==> config.mk <==
export PLATFORM = sky130hd
export DESIGN_NAME = sram_cmd_sequencer_flat
export DESIGN_NICKNAME = d
export VERILOG_FILES = /design/src/rtl/sram_cmd_sequencer_if.sv /design/src/rtl/sram_cmd_sequencer.sv /design/src/flat_wrapper.sv
export SDC_FILE = /design/constraint.sdc
export NUM_CORES = 1
export LEC_CHECK = 0
export BUFFER_PORTS_ARGS = -buffer_cell sky130_fd_sc_hd__buf_2
export CAP_MARGIN = 20
export CORE_AREA = 3 3 124 126
export DETAILED_ROUTE_END_ITERATION = 12
export DIE_AREA = 0 0 127 129
export PLACE_DENSITY = 0.76
export SLEW_MARGIN = 20
export SYNTH_ARGS = -nofsm -noshare
export SYNTH_HDL_FRONTEND = slang
export SYNTH_SLANG_ARGS = --single-unit
==> constraint.sdc <==
create_clock -name clk -period 4.2 [get_ports clk]
set_input_delay 0.21 -clock clk [delete_from_list [all_inputs] [get_ports clk]]
set_output_delay 0.21 -clock clk [all_outputs]
set_load 0.03 [all_outputs]
==> src/rtl/sram_cmd_sequencer_if.sv <==
// rtl/sram_cmd_sequencer_if.sv - UART byte and SRAM request signals of the command sequencer
interface sram_cmd_sequencer_if #(
   parameter int ADDR_W = 16
);
   logic [7:0]        rx_data;
   logic              rx_valid;
   logic [7:0]        tx_data;
   logic              tx_start;
   logic              tx_ready;
   logic              sram_req;
   logic              sram_we;
   logic [ADDR_W-1:0] sram_addr;
   logic [7:0]        sram_wdata;
   logic              sram_ack;
   logic [7:0]        sram_rdata;

   modport master (
      input  rx_data, rx_valid, tx_ready, sram_ack, sram_rdata,
      output tx_data, tx_start, sram_req, sram_we, sram_addr, sram_wdata
   );

   modport slave (
      output rx_data, rx_valid, tx_ready, sram_ack, sram_rdata,
      input  tx_data, tx_start, sram_req, sram_we, sram_addr, sram_wdata
   );
endinterface

==> src/rtl/sram_cmd_sequencer.sv <==
// rtl/sram_cmd_sequencer.sv - host frame assembler and SRAM/UART command executor
module sram_cmd_sequencer #(
   parameter int ADDR_W  = 16,
   parameter int TIMEOUT = 120000
) (
   input  logic                 clk,
   input  logic                 rstn,
   sram_cmd_sequencer_if.master bus,
   output logic                 busy,
   output logic                 err
);
   localparam int TW = $clog2(TIMEOUT + 1);

   localparam logic [7:0] CMD_ADDR     = 8'd1;
   localparam logic [7:0] CMD_LOAD     = 8'd2;
   localparam logic [7:0] CMD_WRITE    = 8'd3;
   localparam logic [7:0] CMD_READ     = 8'd4;
   localparam logic [7:0] CMD_READ_REQ = 8'd5;
   localparam logic [7:0] CMD_COUNT    = 8'd6;
   localparam logic [7:0] CMD_CONST    = 8'd7;

   typedef enum logic [2:0] {
      IDLE, DISPATCH, SRAM_WAIT, TX_WAIT_RDY, TX_WAIT_ACC, FILL
   } state_t;

   state_t            state, state_nx;
   logic [39:0]       frame_sr;
   logic [2:0]        byte_cnt;
   logic [TW-1:0]     tmr;
   logic [ADDR_W-1:0] addr_reg;
   logic [7:0]        data_reg;
   logic [7:0]        rd_reg;
   logic              we_reg;
   logic              fill_mode;
   logic              fill_const;
   logic [31:0]       fill_idx;
   logic [31:0]       fill_n;

   logic [7:0]  cmd;
   logic [31:0] payload;
   logic        timeout;
   logic        frame_done;
   logic        last_fill;

   function automatic logic cmd_ok(input logic [7:0] c);
      return (c >= CMD_ADDR) && (c <= CMD_CONST);
   endfunction

   assign cmd        = frame_sr[39:32];
   assign payload    = frame_sr[31:0];
   assign timeout    = (byte_cnt != 3'd0) && (tmr == TW'(TIMEOUT - 1));
   // Byte 0 of the completing frame is the command; it sits at [31:24] before the final shift.
   assign frame_done = (state == IDLE) && bus.rx_valid && !timeout && (byte_cnt == 3'd4)
                       && cmd_ok(frame_sr[31:24]);
   assign last_fill  = (fill_idx + 32'd1) == fill_n;

   assign bus.sram_req   = (state == SRAM_WAIT);
   assign bus.sram_we    = bus.sram_req & we_reg;
   assign bus.sram_addr  = addr_reg;
   assign bus.sram_wdata = (fill_mode && !fill_const) ? fill_idx[7:0] : data_reg;
   assign bus.tx_start   = (state == TX_WAIT_ACC);
   assign bus.tx_data    = rd_reg;
   assign busy           = (state != IDLE);

   always_ff @(posedge clk) begin
      if (!rstn) state <= IDLE;
      else       state <= state_nx;
   end

   always_comb begin
      state_nx = state;
      case (state)
         IDLE:     if (frame_done) state_nx = DISPATCH;
         DISPATCH: begin
            case (cmd)
               CMD_WRITE, CMD_READ_REQ: state_nx = SRAM_WAIT;
               CMD_READ:                state_nx = TX_WAIT_RDY;
               CMD_COUNT, CMD_CONST:    state_nx = (payload == 32'd0) ? IDLE : SRAM_WAIT;
               default:                 state_nx = IDLE;
            endcase
         end
         SRAM_WAIT: if (bus.sram_ack) state_nx = (fill_mode && !last_fill) ? FILL : IDLE;
         FILL:        state_nx = SRAM_WAIT;
         TX_WAIT_RDY: if (bus.tx_ready)  state_nx = TX_WAIT_ACC;
         TX_WAIT_ACC: if (!bus.tx_ready) state_nx = IDLE;
         default:     state_nx = IDLE;
      endcase
   end

   always_ff @(posedge clk) begin
      if (!rstn) begin
         frame_sr   <= '0;
         byte_cnt   <= '0;
         tmr        <= '0;
         addr_reg   <= '0;
         data_reg   <= '0;
         rd_reg     <= '0;
         we_reg     <= 1'b0;
         fill_mode  <= 1'b0;
         fill_const <= 1'b0;
         fill_idx   <= '0;
         fill_n     <= '0;
         err        <= 1'b0;
      end else begin
         err <= 1'b0;
         if (state != IDLE) begin
            if (bus.rx_valid) err <= 1'b1;
         end else if (timeout) begin
            // A byte landing on the timeout cycle starts a fresh frame.
            err      <= 1'b1;
            tmr      <= '0;
            byte_cnt <= bus.rx_valid ? 3'd1 : 3'd0;
            if (bus.rx_valid) frame_sr <= {frame_sr[31:0], bus.rx_data};
         end else if (bus.rx_valid) begin
            frame_sr <= {frame_sr[31:0], bus.rx_data};
            tmr      <= '0;
            if (byte_cnt == 3'd4) begin
               byte_cnt <= 3'd0;
               if (!cmd_ok(frame_sr[31:24])) err <= 1'b1;
            end else begin
               byte_cnt <= byte_cnt + 3'd1;
            end
         end else if (byte_cnt != 3'd0) begin
            tmr <= tmr + TW'(1);
         end

         case (state)
            DISPATCH: begin
               case (cmd)
                  CMD_ADDR: addr_reg <= payload[ADDR_W-1:0];
                  CMD_LOAD: data_reg <= payload[7:0];
                  CMD_WRITE: begin
                     we_reg    <= 1'b1;
                     fill_mode <= 1'b0;
                  end
                  CMD_READ_REQ: begin
                     we_reg    <= 1'b0;
                     fill_mode <= 1'b0;
                  end
                  CMD_COUNT, CMD_CONST: begin
                     we_reg     <= 1'b1;
                     fill_mode  <= 1'b1;
                     fill_const <= (cmd == CMD_CONST);
                     fill_idx   <= '0;
                     fill_n     <= payload;
                  end
                  default: ;
               endcase
            end
            SRAM_WAIT: begin
               if (bus.sram_ack) begin
                  if (!we_reg) rd_reg <= bus.sram_rdata;
                  if (fill_mode) begin
                     addr_reg <= addr_reg + ADDR_W'(1);
                     fill_idx <= fill_idx + 32'd1;
                  end
               end
            end
            default: ;
         endcase
      end
   end
endmodule

==> src/flat_wrapper.sv <==
// flat-port wrapper written by rule: the top's interface ports become plain ports
module sram_cmd_sequencer_flat 
#(
   parameter int ADDR_W  = 16,
   parameter int TIMEOUT = 120000
)
  (clk, rstn, busy, err, bus_rx_data, bus_rx_valid, bus_tx_ready, bus_sram_ack, bus_sram_rdata, bus_tx_data, bus_tx_start, bus_sram_req, bus_sram_we, bus_sram_addr, bus_sram_wdata);
  sram_cmd_sequencer_if #(.ADDR_W(ADDR_W)) bus_i ();
  input  logic clk;
  input  logic rstn;
  output logic busy;
  output logic err;
  input wire logic [$bits(bus_i.rx_data)-1:0] bus_rx_data;
  input wire logic [$bits(bus_i.rx_valid)-1:0] bus_rx_valid;
  input wire logic [$bits(bus_i.tx_ready)-1:0] bus_tx_ready;
  input wire logic [$bits(bus_i.sram_ack)-1:0] bus_sram_ack;
  input wire logic [$bits(bus_i.sram_rdata)-1:0] bus_sram_rdata;
  output wire logic [$bits(bus_i.tx_data)-1:0] bus_tx_data;
  output wire logic [$bits(bus_i.tx_start)-1:0] bus_tx_start;
  output wire logic [$bits(bus_i.sram_req)-1:0] bus_sram_req;
  output wire logic [$bits(bus_i.sram_we)-1:0] bus_sram_we;
  output wire logic [$bits(bus_i.sram_addr)-1:0] bus_sram_addr;
  output wire logic [$bits(bus_i.sram_wdata)-1:0] bus_sram_wdata;
  assign bus_i.rx_data = bus_rx_data;
  assign bus_i.rx_valid = bus_rx_valid;
  assign bus_i.tx_ready = bus_tx_ready;
  assign bus_i.sram_ack = bus_sram_ack;
  assign bus_i.sram_rdata = bus_sram_rdata;
  assign bus_tx_data = bus_i.tx_data;
  assign bus_tx_start = bus_i.tx_start;
  assign bus_sram_req = bus_i.sram_req;
  assign bus_sram_we = bus_i.sram_we;
  assign bus_sram_addr = bus_i.sram_addr;
  assign bus_sram_wdata = bus_i.sram_wdata;
  sram_cmd_sequencer #(.ADDR_W(ADDR_W), .TIMEOUT(TIMEOUT)) u_core (.clk(clk), .rstn(rstn), .bus(bus_i), .busy(busy), .err(err));
endmodule
* Yosys cells after proc, flatten, opt, wreduce, memory -nomap -nowiden
Index checks and enable logic that the tools add are counted.
Storage, ports and cells: memories 0, output and inout bits 37, bits in read-only memories 0, RAM bits 0, word-level logic and storage cells 110, input bits 21, latch bits 0, bits in registers 163
Operators by class: shifts and indexed selects 0, divide/modulo/power cells 0, reduce and logical (&&, ||, !) cells 34, magnitude comparators 2, multiply operators 0, eq/ne operators 22, mux-type cells 32, $add $sub $neg 4, bitwise operators 3
Operator list (number):
- 32-bit two-way mux | 3
- 32-bit one-hot mux with 2 select lines | 1
- 17-bit two-way mux | 3
- 16-bit two-way mux | 3
- 32-bit by 1-bit adder with 32-bit output, second input constant | 1
- 32-bit == test | 1
- 8-bit by 3-bit == test with 1-bit output, second input constant | 4
- 32-bit zero test | 1
- 16-bit one-hot mux with 2 select lines | 1
- 3-bit two-way mux | 8
- 3-bit one-hot mux with 6 select lines | 1
- 17-bit by 1-bit adder with 17-bit output, second input constant | 1
- 17-bit == test, second input constant | 1
- 16-bit by 1-bit adder with 16-bit output, second input constant | 1
- 8-bit by 2-bit == test with 1-bit output, second input constant | 2
- 2-bit AND reduction | 7
- 4-bit AND reduction | 3
- 2-bit inequality test, second input constant | 5
- 3-bit == test, second input constant | 3
- 3-bit one-hot mux with 3 select lines | 1
- 3-bit nonzero test | 3
- 8-bit by 1-bit == test with 1-bit output, second input constant | 1
- 8-bit by 1-bit >= comparator with 1-bit output, second input constant | 1
- 8-bit by 3-bit <= comparator with 1-bit output, second input constant | 1
- 17 further kinds | 40

* Logic depth before layout (Yosys ltp)
Gate-level depths: netlist of the first run.
word-level depth 8, gate-level depth with buffers 11, depth with buffers taken out 10

* Worst setup path after synthesis of the first run
Ideal clock, no wire load.
kind reg-to-reg, start point reg u_core.fill_idx[0], end point reg u_core.state[0], data arrival time 3.125 ns, setup slack 0.946 ns, clock period less this slack 3.254 ns, cell stages (with the launch flop) 11, required time 4.072 ns, path buffers 1, setup time 0.128 ns, cell sequence dfxtp_1 ha_1 nand3_1 or3_1 clkbuf_1 nor4b_1 xnor2_1 nand2_1 or4_4 a2111oi_4 o22ai_1
On the way: longest elaborated chain between the ends 7
RTL lines:
- start, declared | RTL line sram_cmd_sequencer.sv:36 | logic [31:0] fill_idx;
- start signal, assigned | RTL line sram_cmd_sequencer.sv:155 | fill_idx <= fill_idx + 32'd1;
- 32-bit by 1-bit adder with 32-bit output | RTL line sram_cmd_sequencer.sv:55 | assign last_fill = (fill_idx + 32'd1) == fill_n;
- 32-bit == test | RTL line sram_cmd_sequencer.sv:55
- 1-bit zero test | RTL line sram_cmd_sequencer.sv:82 | SRAM_WAIT: if (bus.sram_ack) state_nx = (fill_mode && !last_fill) ? FILL : IDLE;
- 1-bit logical AND | RTL line sram_cmd_sequencer.sv:82
- 3-bit two-way mux (2 in series) | RTL line sram_cmd_sequencer.sv:82
- 3-bit one-hot mux with 6 select lines | RTL line sram_cmd_sequencer.sv:72 | case (state)
- end signal, assigned | RTL line sram_cmd_sequencer.sv:67 | else state <= state_nx;
- end, declared | RTL line sram_cmd_sequencer.sv:26 | state_t state, state_nx;
Every way passes these cells. The select of a mux whose other input is x is not followed. A chain may end at the register's enable or synchronous reset.

* Worst setup path after layout of the first run
start point reg u_core.fill_idx[0], end point reg u_core.state[2]
The elaborated chain is that of the path after synthesis.

==> results.sh, run 1 <==
export IMPL_reg_top3="u_core.frame_sr x40, u_core.fill_idx x32, u_core.fill_n x32"
export IMPL_clkPwrFrac_pct=47.6
export IMPL_syn_cell_area_um2=8260
export IMPL_wl_per_cell_um=16.5
export IMPL_ant_nets=0
export IMPL_cp_arrival_ns=3.78
export IMPL_path_cells="ha_1 > nand3_1 > buf_4 > or3_1 > nor4b_1 > xnor2_1 > nand2_1 > or4_4 > a2111oi_4 > o22ai_1"
export IMPL_cts_made_buffers=17
export IMPL_dr_total_vias=7614
export IMPL_wl_mm=21.2
export IMPL_required_ns=4.48
export IMPL_ctsLongestPathBuffers=2
export IMPL_rows=44
export IMPL_status="completed"
export IMPL_cts_setup_buffers=0
export IMPL_combPwrFrac_pct=3.1
export IMPL_die_area_um2=16400
export IMPL_r2r_start="u_core.fill_idx[0]"
export IMPL_fin_hold_ws_ns=0.0137
export IMPL_hp_start="bus_rx_data[1]"
export IMPL_clock_sinks=163
export IMPL_grt_overflow_total=0
export IMPL_cts_tree="done"
export IMPL_switchingPower_mw=0.703
export IMPL_cp_max_fo=9
export IMPL_worst_pin_slew_ns=0.843
export IMPL_drt_initial_drc_count=570
export IMPL_yosys_warnings=0
export IMPL_synth_main_ff_cell="dfxtp_1"
export IMPL_p_seq_share_pct=49.3
export IMPL_fin_nets=1115
export IMPL_switching_share_pct=21.9
export IMPL_cts_resized=0
export IMPL_synth_edf_count=0
export IMPL_fin_tns_setup_ns=0
export IMPL_grt_max_degree=106
export IMPL_syn_nets=1097
export IMPL_layout_drive_gt1_share_pct=12.1
export IMPL_area_growth_pct=11.1
export IMPL_io_pins=58
export IMPL_slew_violations=0
export IMPL_powerDensity_nw_per_um2=349
export IMPL_hold_viol_final=0
export IMPL_end_kind="flip-flop"
export IMPL_routed_via_density=5.93
export IMPL_yosys_area_top_type_share_pct=39.5
export IMPL_critical_path_top_delay_family="simple AND/OR/NAND/NOR gates"
export IMPL_vdd_ir_drop_max_uv=277
export IMPL_min_to="u_core.frame_sr[1]"
export IMPL_crit_buf_inv=1
export IMPL_yosys_area_top_type="dfxtp_1"
export IMPL_io_buffers=57
export IMPL_max_freq_mhz=285
export IMPL_yosysUniqueCellTypes=67
export IMPL_hold_class="in2reg"
export IMPL_maxSlewHeadroom_pct=43.8
export IMPL_path_clk_slew_ns=0.06
export IMPL_clockRootBuffer="clkbuf_16"
export IMPL_largest_register="u_core.frame_sr"
export IMPL_grt_pass1_wl_mm=34.6
export IMPL_whs_path_depth=3
export IMPL_skew_ns=0.0131
export IMPL_die_h_um=129
export IMPL_syn_avg_cell_area_um2=7.71
export IMPL_crit_path_max_incr_delay_ns=0.57
export IMPL_utilization_pct=63.6
export IMPL_start_kind="flip-flop"
export IMPL_drc=0
export IMPL_intPower_mw=2.50
export IMPL_htreeDepth=4
export IMPL_async_flop_share_pct=0
export IMPL_largest_register_ffs=40
export IMPL_ys_top_cells_by_area="dfxtp_1, nand2_1, a21oi_1"
export IMPL_drv_cap=0
export IMPL_antenna_found_initial=0
export IMPL_fin_crit_sh_pct=83.4
export IMPL_critPathKind="reg2reg"
export IMPL_seq_area_frac_synth_pct=39.5
export IMPL_grtUsageTotal_pct=26.0
export IMPL_start_util_pct=57.3
export IMPL_timing_rr_end="u_core.state[2]"
export IMPL_rsz0062_at_grt="no"
export IMPL_diodes=0
export IMPL_p_leak_nw=3.26
export IMPL_fp_dieW_um=127
export IMPL_dr_pass1_iters=5
export IMPL_ys_seq_elements=163
export IMPL_fill_cells=1267
export IMPL_dp_hpwl_mm=13.8
export IMPL_setup_violations=0
export IMPL_ff2ff_path_depth=10
export IMPL_synth_cells=1071
export IMPL_r2r_slack_ns=0.70
export IMPL_cts_hold_buffers=1
export IMPL_grt_pass1_vias=6851
export IMPL_layout_min_cycle_time_ns=3.50
export IMPL_slowest_stage="nor4b_1"
export IMPL_core_area_um2=14400
export IMPL_gp_congestion=0.880
export IMPL_clock_latency_ns=0.43
logic make-up (layout without fill, tap and decap cells):
| logic type | after synthesis | count (layout) | share of synthesized area [%] |
|---|---|---|---|
| xor gates and xnor gates | 65 | 65 | 6.89 |
| AOI/OAI and AO/OA | 238 | 238 | 17.0 |
| adders and majority gates | 6 | 6 | 0.879 |
| buffers and inverters | 83 | 113 | 4.14 |
| and+or+nand+nor | 496 | 496 | 29.0 |
| muxes | 20 | 20 | 2.56 |
| DFF | 163 | 163 | 39.5 |
routing by layer:
| metal | wire length (µm) | part of all wire, % | track usage, % |
|---|---|---|---|
| met1 | 9790 | 46 | 36.0 |
| met2 | 9520 | 45 | 39.9 |
| met3 | 1330 | 6.3 | 5.40 |
| met4 | 569 | 2.7 | 10.1 |
| met5 | 0 | 0 | 0 |
cells in the mapped netlist, drive strengths merged, types with 6 or more instances:
| cell | count |
|---|---|
| xnor2 | 38 |
| o22ai | 6 |
| o21ai | 50 |
| a21boi | 32 |
| inv | 9 |
| xor2 | 27 |
| nor2b | 6 |
| mux2 | 9 |
| nand3 | 42 |
| or3 | 8 |
| nor3 | 24 |
| nor4 | 21 |
| nand4 | 19 |
| dfxtp | 163 |
| mux2i | 11 |
| nand3b | 11 |
| a21oi | 114 |
| nor2 | 103 |
| and2 | 12 |
| and3 | 11 |
| nand2 | 214 |
| buf | 16 |
| clkbuf | 57 |
worst max-delay path by stage:
stage,start,endpoint,cells after the start
floorplan,u_core.fill_idx[0],u_core.state[0],10
global placement,u_core.fill_idx[0],u_core.state[2],10
detailed placement,u_core.fill_idx[0],u_core.state[2],10
CTS,u_core.fill_idx[0],u_core.state[2],10
global route,u_core.fill_idx[0],u_core.state[2],10
finish,u_core.fill_idx[0],u_core.state[2],10
metrics by stage:
stage	std cells	setup slack [ns]	instance area (µm²)	power, mW
6_report	1285	0.696	9180	3.20
2_1_floorplan	1071	0.946	8260	1.67
5_1_grt	1285	0.492	9180	3.30
3_3_place_gp	1253	0.771	8580	1.71
4_1_cts	1285	0.705	9170	3.22
3_5_place_dp	1253	0.720	8580	1.71
cell usage in the layout, fill, tap and decap left out, types with 9 or more instances in the layout:
master,instances
xnor2_1,38
a21oi_1,114
xor2_1,27
mux2i_1,11
dfxtp_1,163
clkbuf_16,17
o21ai_0,50
nor4_1,16
buf_4,13
nand3_1,40
mux2_2,9
nor2_1,103
a21boi_0,32
nand4_1,17
nor3_1,22
nand2_1,214
and3_1,11
and2_1,11
nand3b_1,11
buf_2,57
area by class of cell:
type | count | area, µm² | share of cell area (%)
clock inverter | 6 | 68.8 | 0.750
timing repair buffer | 72 | 404 | 4.40
multi-input combinational | 825 | 4650 | 50.7
sequential | 163 | 3260 | 35.6
inverter | 10 | 38.8 | 0.423
tap | 184 | 230 | 2.51
clock buffer | 25 | 515 | 5.62
power groups by stage:
stage,clock [mW],sequential (mW),combinational (mW)
floorplan,0,1.60,0.0680
global placement,0,1.61,0.0964
detailed placement,0,1.61,0.0975
CTS,1.54,1.58,0.0987
global route,1.61,1.58,0.111
finish,1.53,1.58,0.0992
worst register-to-register path, delay by kind of cell, from the launching register on:
family | cells | cell delay, ns
buf+inv | 1 | 0.19
flops | 1 | 0.48
compound gates | 2 | 0.52
fa+ha+maj | 1 | 0.32
xor+xnor | 1 | 0.18
simple gates | 5 | 1.66
Power figures use the tool's default switching activity.
==> inputs of run 2 (changes only) <==
--- a/config.mk
+++ b/config.mk
@@ -7,9 +7,9 @@
 export LEC_CHECK = 0
 export BUFFER_PORTS_ARGS = -buffer_cell sky130_fd_sc_hd__buf_2
 export CAP_MARGIN = 20
-export CORE_AREA = 3 3 124 126
+export CORE_AREA = 3 3 127 129
 export DETAILED_ROUTE_END_ITERATION = 12
-export DIE_AREA = 0 0 127 129
+export DIE_AREA = 0 0 130 132
 export PLACE_DENSITY = 0.76
 export SLEW_MARGIN = 20
 export SYNTH_ARGS = -nofsm -noshare
==> constraint.sdc (replaced) <==
create_clock -name clk -period 2.9 [get_ports clk]
set_input_delay 0.145 -clock clk [delete_from_list [all_inputs] [get_ports clk]]
set_output_delay 0.145 -clock clk [all_outputs]
set_load 0.03 [all_outputs]
==> results.sh, run 2 (synthesis results as in run 1) <==
export IMPL_status="completed"
export IMPL_intPower_mw=3.71
export IMPL_io_pins=58
export IMPL_p_seq_share_pct=47.7
export IMPL_dp_cells=1299
export IMPL_largest_register_ffs=40
export IMPL_switchingPower_mw=1.09
export IMPL_grtUsageTotal_pct=26.3
export IMPL_layout_commonest_cell="nand2_1"
export IMPL_cts_tree="done"
export IMPL_diodes=0
export IMPL_clockRootBuffer="clkbuf_16"
export IMPL_die_h_um=132
export IMPL_area_growth_pct=18.9
export IMPL_fin_nets=1175
export IMPL_fp_dieW_um=130
export IMPL_setup_slack_ns=0.107
export IMPL_gp_congestion=0.976
export IMPL_dp_hpwl_mm=14.8
export IMPL_reg_top3="u_core.frame_sr x40, u_core.fill_idx x32, u_core.fill_n x32"
export IMPL_instances_no_fill=1349
export IMPL_slew_violations=0
export IMPL_dp_slack_ns=-0.0384
export IMPL_cts_made_buffers=17
export IMPL_multi_input_area_um2=4750
export IMPL_required_ns=3.19
export IMPL_dr_pass1_iters=5
export IMPL_skew_ns=0.0109
export IMPL_fin_area_um2=9820
export IMPL_utilization_pct=64.9
export IMPL_max_freq_mhz=358
export IMPL_layout_drive_gt1_share_pct=17.0
export IMPL_vdd_ir_drop_max_uv=391
export IMPL_grt_max_degree=106
export IMPL_critPathKind="reg2reg"
export IMPL_drv_cap=0
export IMPL_ctsLongestPathBuffers=2
export IMPL_most_common_layout_cells="nand2_1, dfxtp_1, a21oi_1"
export IMPL_start_kind="flip-flop"
export IMPL_wl_mm=22.5
export IMPL_powerDensity_nw_per_um2=489
export IMPL_fin_crit_sh_pct=96.3
export IMPL_largest_register="u_core.frame_sr"
export IMPL_rows=45
export IMPL_p_leak_nw=3.63
export IMPL_maxSlewHeadroom_pct=56.9
export IMPL_fin_tns_setup_ns=0
export IMPL_clock_latency_ns=0.43
export IMPL_worst_pin_slew_ns=0.646
export IMPL_dr_total_vias=7870
export IMPL_wl_per_cell_um=16.6
export IMPL_antenna_found_initial=0
export IMPL_layout_min_cycle_time_ns=2.79
export IMPL_grt_pass1_wl_mm=36.7
export IMPL_hold_viol_final=0
export IMPL_rsz0062_at_grt="no"
export IMPL_ant_nets=0
export IMPL_grt_pass1_vias=7247
export IMPL_io_buffers=57
export IMPL_die_area_um2=17200
export IMPL_cp_max_fo=6
export IMPL_setup_violations=0
export IMPL_drt_initial_drc_count=580
export IMPL_grt_overflow_total=0
export IMPL_drc=0
export IMPL_regArea_um2=3270
export IMPL_combPwrFrac_pct=3.3
export IMPL_switching_share_pct=22.7
export IMPL_fin_hold_ws_ns=0.0266
export IMPL_clock_sinks=163
export IMPL_cp_arrival_ns=3.09
export IMPL_start_util_pct=54.5
export IMPL_routed_via_density=5.83
export IMPL_htreeDepth=4
export IMPL_finalPower_mw=4.80
export IMPL_clkPwrFrac_pct=49.0
export IMPL_fill_cells=1230
export IMPL_core_area_um2=15100
export IMPL_dpl_cell_area_um2=8950
export IMPL_path_clk_slew_ns=0.07
export IMPL_hold_class="in2reg"
export IMPL_end_kind="flip-flop"
[run 2: cell count changes in the layout (fill, tap and decap cells not counted), moves of 5 or more]
cell / change
dfxtp_2: +7
clkbuf_8: -5
dfxtp_1: -7
dlygate4sd3_1: +15
buf_4: +44
[run 2: worst max-delay path: stages (launching register included)]
cell       delay (ns)
dfxtp_2          0.38
ha_4             0.19
nand3_4          0.12
or3_4            0.46
nor3_4           0.20
xnor2_1          0.14
nand3_1          0.09
or4b_1           0.54
a2111oi_4        0.39
o22ai_1          0.14
[run 2: per-layer routing]
metal  global-route usage (%)  share of wire, %  routed length (µm)
met5                        0                 0                   0
met4                     11.0               3.2                 714
met3                     4.25               5.2                1180
met2                     40.7                46               10300
met1                     36.5                46               10200
[run 2: area by class of cell]
class | instances | area share (%)
multi-input cells | 825 | 48.3
flip-flops and latches | 163 | 33.3
repair buffers | 132 | 9.30
clock buffers | 18 | 4.47
well taps | 188 | 2.39
clock inverters | 13 | 1.80
inverters | 10 | 0.395
[run 2: timing repair]
action | 4_1_cts | 5_1_grt
gates resized for setup | 3 | 17
hold endpoints to repair | 16 | 0
hold buffers | 16 | 0
pin swaps | 1 | 7
setup buffers | 0 | 3
setup endpoints to repair | 2 | 15
[run 2: path summary, 6_finish.rpt]
| check | start | endpoint | slack (ns) | cells after the start |
|---|---|---|---|---|
| setup / recovery | u_core.fill_idx[1] | u_core.state[2] | 0.11 | 9 |
| hold / removal | bus_rx_valid | u_core.err | 0.03 | 3 |
| setup reg to reg | u_core.fill_idx[1] | u_core.state[2] | 0.11 | 9 |
| hold reg to reg | u_core.fill_n[20] | u_core.fill_n[20] | 0.46 | 2 |
[run 2: power groups by stage]
stage / Sequential, mW / Combinational (mW) / Clock, mW
2_1_floorplan: 2.32 / 0.0985 / 0
3_3_place_gp: 2.34 / 0.138 / 0
3_5_place_dp: 2.34 / 0.142 / 0
4_1_cts: 2.29 / 0.159 / 2.38
5_1_grt: 2.29 / 0.177 / 2.47
6_report: 2.29 / 0.160 / 2.35
==> inputs of run 3 (changes only) <==
==> constraint.sdc (replaced) <==
create_clock -name clk -period 2.5 [get_ports clk]
set_input_delay 0.125 -clock clk [delete_from_list [all_inputs] [get_ports clk]]
set_output_delay 0.125 -clock clk [all_outputs]
set_load 0.03 [all_outputs]
==> results.sh, run 3 (synthesis results as in run 1) <==
export IMPL_vdd_ir_drop_max_uv=659
export IMPL_gp_congestion=0.936
export IMPL_io_pins=58
export IMPL_dp_hpwl_mm=15.7
export IMPL_fin_nets=1235
export IMPL_diodes=0
export IMPL_die_h_um=132
export IMPL_path_cells="ha_4 > nand3_4 > or3_4 > buf_4 > xnor2_1 > nand3_1 > or4b_4 > a2111oi_4 > o22ai_1"
export IMPL_start_util_pct=54.5
export IMPL_io_buffers=57
export IMPL_wl_met2_mm=11.3
export IMPL_fin_crit_sh_pct=111
export IMPL_dp_cells=1355
export IMPL_clock_sinks=163
export IMPL_cp_arrival_ns=3.08
export IMPL_drt_initial_drc_count=667
export IMPL_crit_buf_inv=1
export IMPL_clockRootBuffer="clkbuf_16"
export IMPL_combPwrFrac_pct=3.6
export IMPL_dr_total_vias=8360
export IMPL_wl_mm=23.9
export IMPL_layout_commonest_cell="nand2_1"
export IMPL_core_area_um2=15100
export IMPL_critical_path_top_delay_family="simple AND/OR/NAND/NOR gates"
export IMPL_max_freq_mhz=359
export IMPL_wl_per_cell_um=17.0
export IMPL_crit_path_max_incr_delay_ns=0.52
export IMPL_slowest_stage="or4b_4"
export IMPL_status="complete, but fails checks"
export IMPL_path_clk_slew_ns=0.06
export IMPL_finalPower_mw=5.47
export IMPL_drv_cap=0
export IMPL_hold_viol_final=0
export IMPL_clkPwrFrac_pct=48.0
export IMPL_largest_register="u_core.frame_sr"
export IMPL_switching_share_pct=23.1
export IMPL_start_kind="flip-flop"
export IMPL_reg_top3="u_core.frame_sr x40, u_core.fill_idx x32, u_core.fill_n x32"
export IMPL_slew_violations=0
export IMPL_ctsLongestPathBuffers=2
export IMPL_instances_no_fill=1410
export IMPL_critPathKind="reg2reg"
export IMPL_antenna_found_initial=0
export IMPL_rows=45
export IMPL_violations="setup timing"
export IMPL_htreeDepth=4
export IMPL_p_leak_nw=3.98
export IMPL_rsz0062_at_grt="yes"
export IMPL_most_common_layout_cells="nand2_1, dfxtp_1, a21oi_1"
export IMPL_p_seq_share_pct=48.4
export IMPL_area_growth_pct=26.0
export IMPL_hold_class="in2reg"
export IMPL_grt_max_degree=65
export IMPL_clock_latency_ns=0.43
export IMPL_dpl_cell_area_um2=9430
export IMPL_required_ns=2.80
export IMPL_route_met3_wl_mm=1.60
export IMPL_grtUsageTotal_pct=27.5
export IMPL_fin_area_um2=10400
export IMPL_fp_dieW_um=130
export IMPL_drc=0
export IMPL_cts_made_buffers=17
export IMPL_powerDensity_nw_per_um2=525
export IMPL_maxSlewHeadroom_pct=51.4
export IMPL_setup_violations=2
export IMPL_largest_register_ffs=40
export IMPL_dr_pass1_iters=6
export IMPL_grt_pass1_wl_mm=38.4
export IMPL_fin_hold_ws_ns=0.0353
export IMPL_grt_overflow_total=0
export IMPL_switchingPower_mw=1.26
export IMPL_drt_met1_wl_mm=10.2
export IMPL_die_area_um2=17200
export IMPL_layout_min_cycle_time_ns=2.78
export IMPL_end_kind="flip-flop"
export IMPL_intPower_mw=4.20
export IMPL_top_layer_used="met4"
export IMPL_cp_max_fo=5
export IMPL_layout_drive_gt1_share_pct=22.3
export IMPL_routed_via_density=5.93
export IMPL_worst_pin_slew_ns=0.729
export IMPL_setup_slack_ns=-0.284
export IMPL_skew_ns=0.00883
export IMPL_fill_cells=1188
export IMPL_ant_nets=0
export IMPL_grt_pass1_vias=7690
export IMPL_cts_tree="done"
[run 3: worst min-delay path: cells and delay by family]
family | cells | cell delay (ns)
buffers and inverters | 1 | 0.13
AOI/OAI and AO/OA | 1 | 0.08
and+or+nand+nor | 1 | 0.09
[run 3: cell type report]
cell class / instances / area [µm²] / share of cell area (%)
repair buffers: 192 / 1420 / 13.6
inverters: 10 / 38.8 / 0.373
clock buffers: 19 / 443 / 4.26
flip-flops and latches: 163 / 3280 / 31.5
multi-input cells: 825 / 4840 / 46.5
clock inverters: 13 / 150 / 1.44
well taps: 188 / 235 / 2.26
[run 3: power groups by stage]
| stage | registers, mW | clock network (mW) | logic (mW) |
|---|---|---|---|
| 2_1_floorplan | 2.69 | 0 | 0.114 |
| 3_3_place_gp | 2.70 | 0 | 0.165 |
| 3_5_place_dp | 2.71 | 0 | 0.169 |
| 4_1_cts | 2.65 | 2.65 | 0.189 |
| 5_1_grt | 2.65 | 2.74 | 0.213 |
| 6_report | 2.65 | 2.62 | 0.194 |
[run 3: timing repair]
action	4_1_cts	5_1_grt
setup endpoints to repair	6	22
resized for setup	16	28
hold buffers	16	0
hold endpoints to repair	16	0
buffers inserted	2	5
pin swaps	9	13
[run 3: per-layer routing]
layer  vias to the layer above  GRT usage [%]
met5                         -              0
met4                         0           10.9
met3                        66           4.90
met2                       336           43.9
met1                      3977           36.8
li1                       3981              -
[run 3: through the flow]
step / util, % / setup slack (ns) / TNS (ns)
after floorplan: - / -0.123 / -0.240
after global placement: 62.3 / -0.245 / -0.486
after detailed placement: 62.3 / -0.325 / -0.649
after CTS: 67.8 / -0.145 / -0.288
after global routing: 68.7 / -0.342 / -0.690
final: 68.7 / -0.284 / -0.564
[run 3: path summary, 6_finish.rpt]
check,startpoint,depth (start not counted),endpoint,slack [ns]
worst max-delay path,u_core.fill_idx[1],9,u_core.state[0],-0.28
worst min-delay path,bus_rx_valid,3,u_core.err,0.04
worst min register to register,u_core.fill_const,2,u_core.fill_const,0.45
worst max register to register,u_core.fill_idx[1],9,u_core.state[0],-0.28
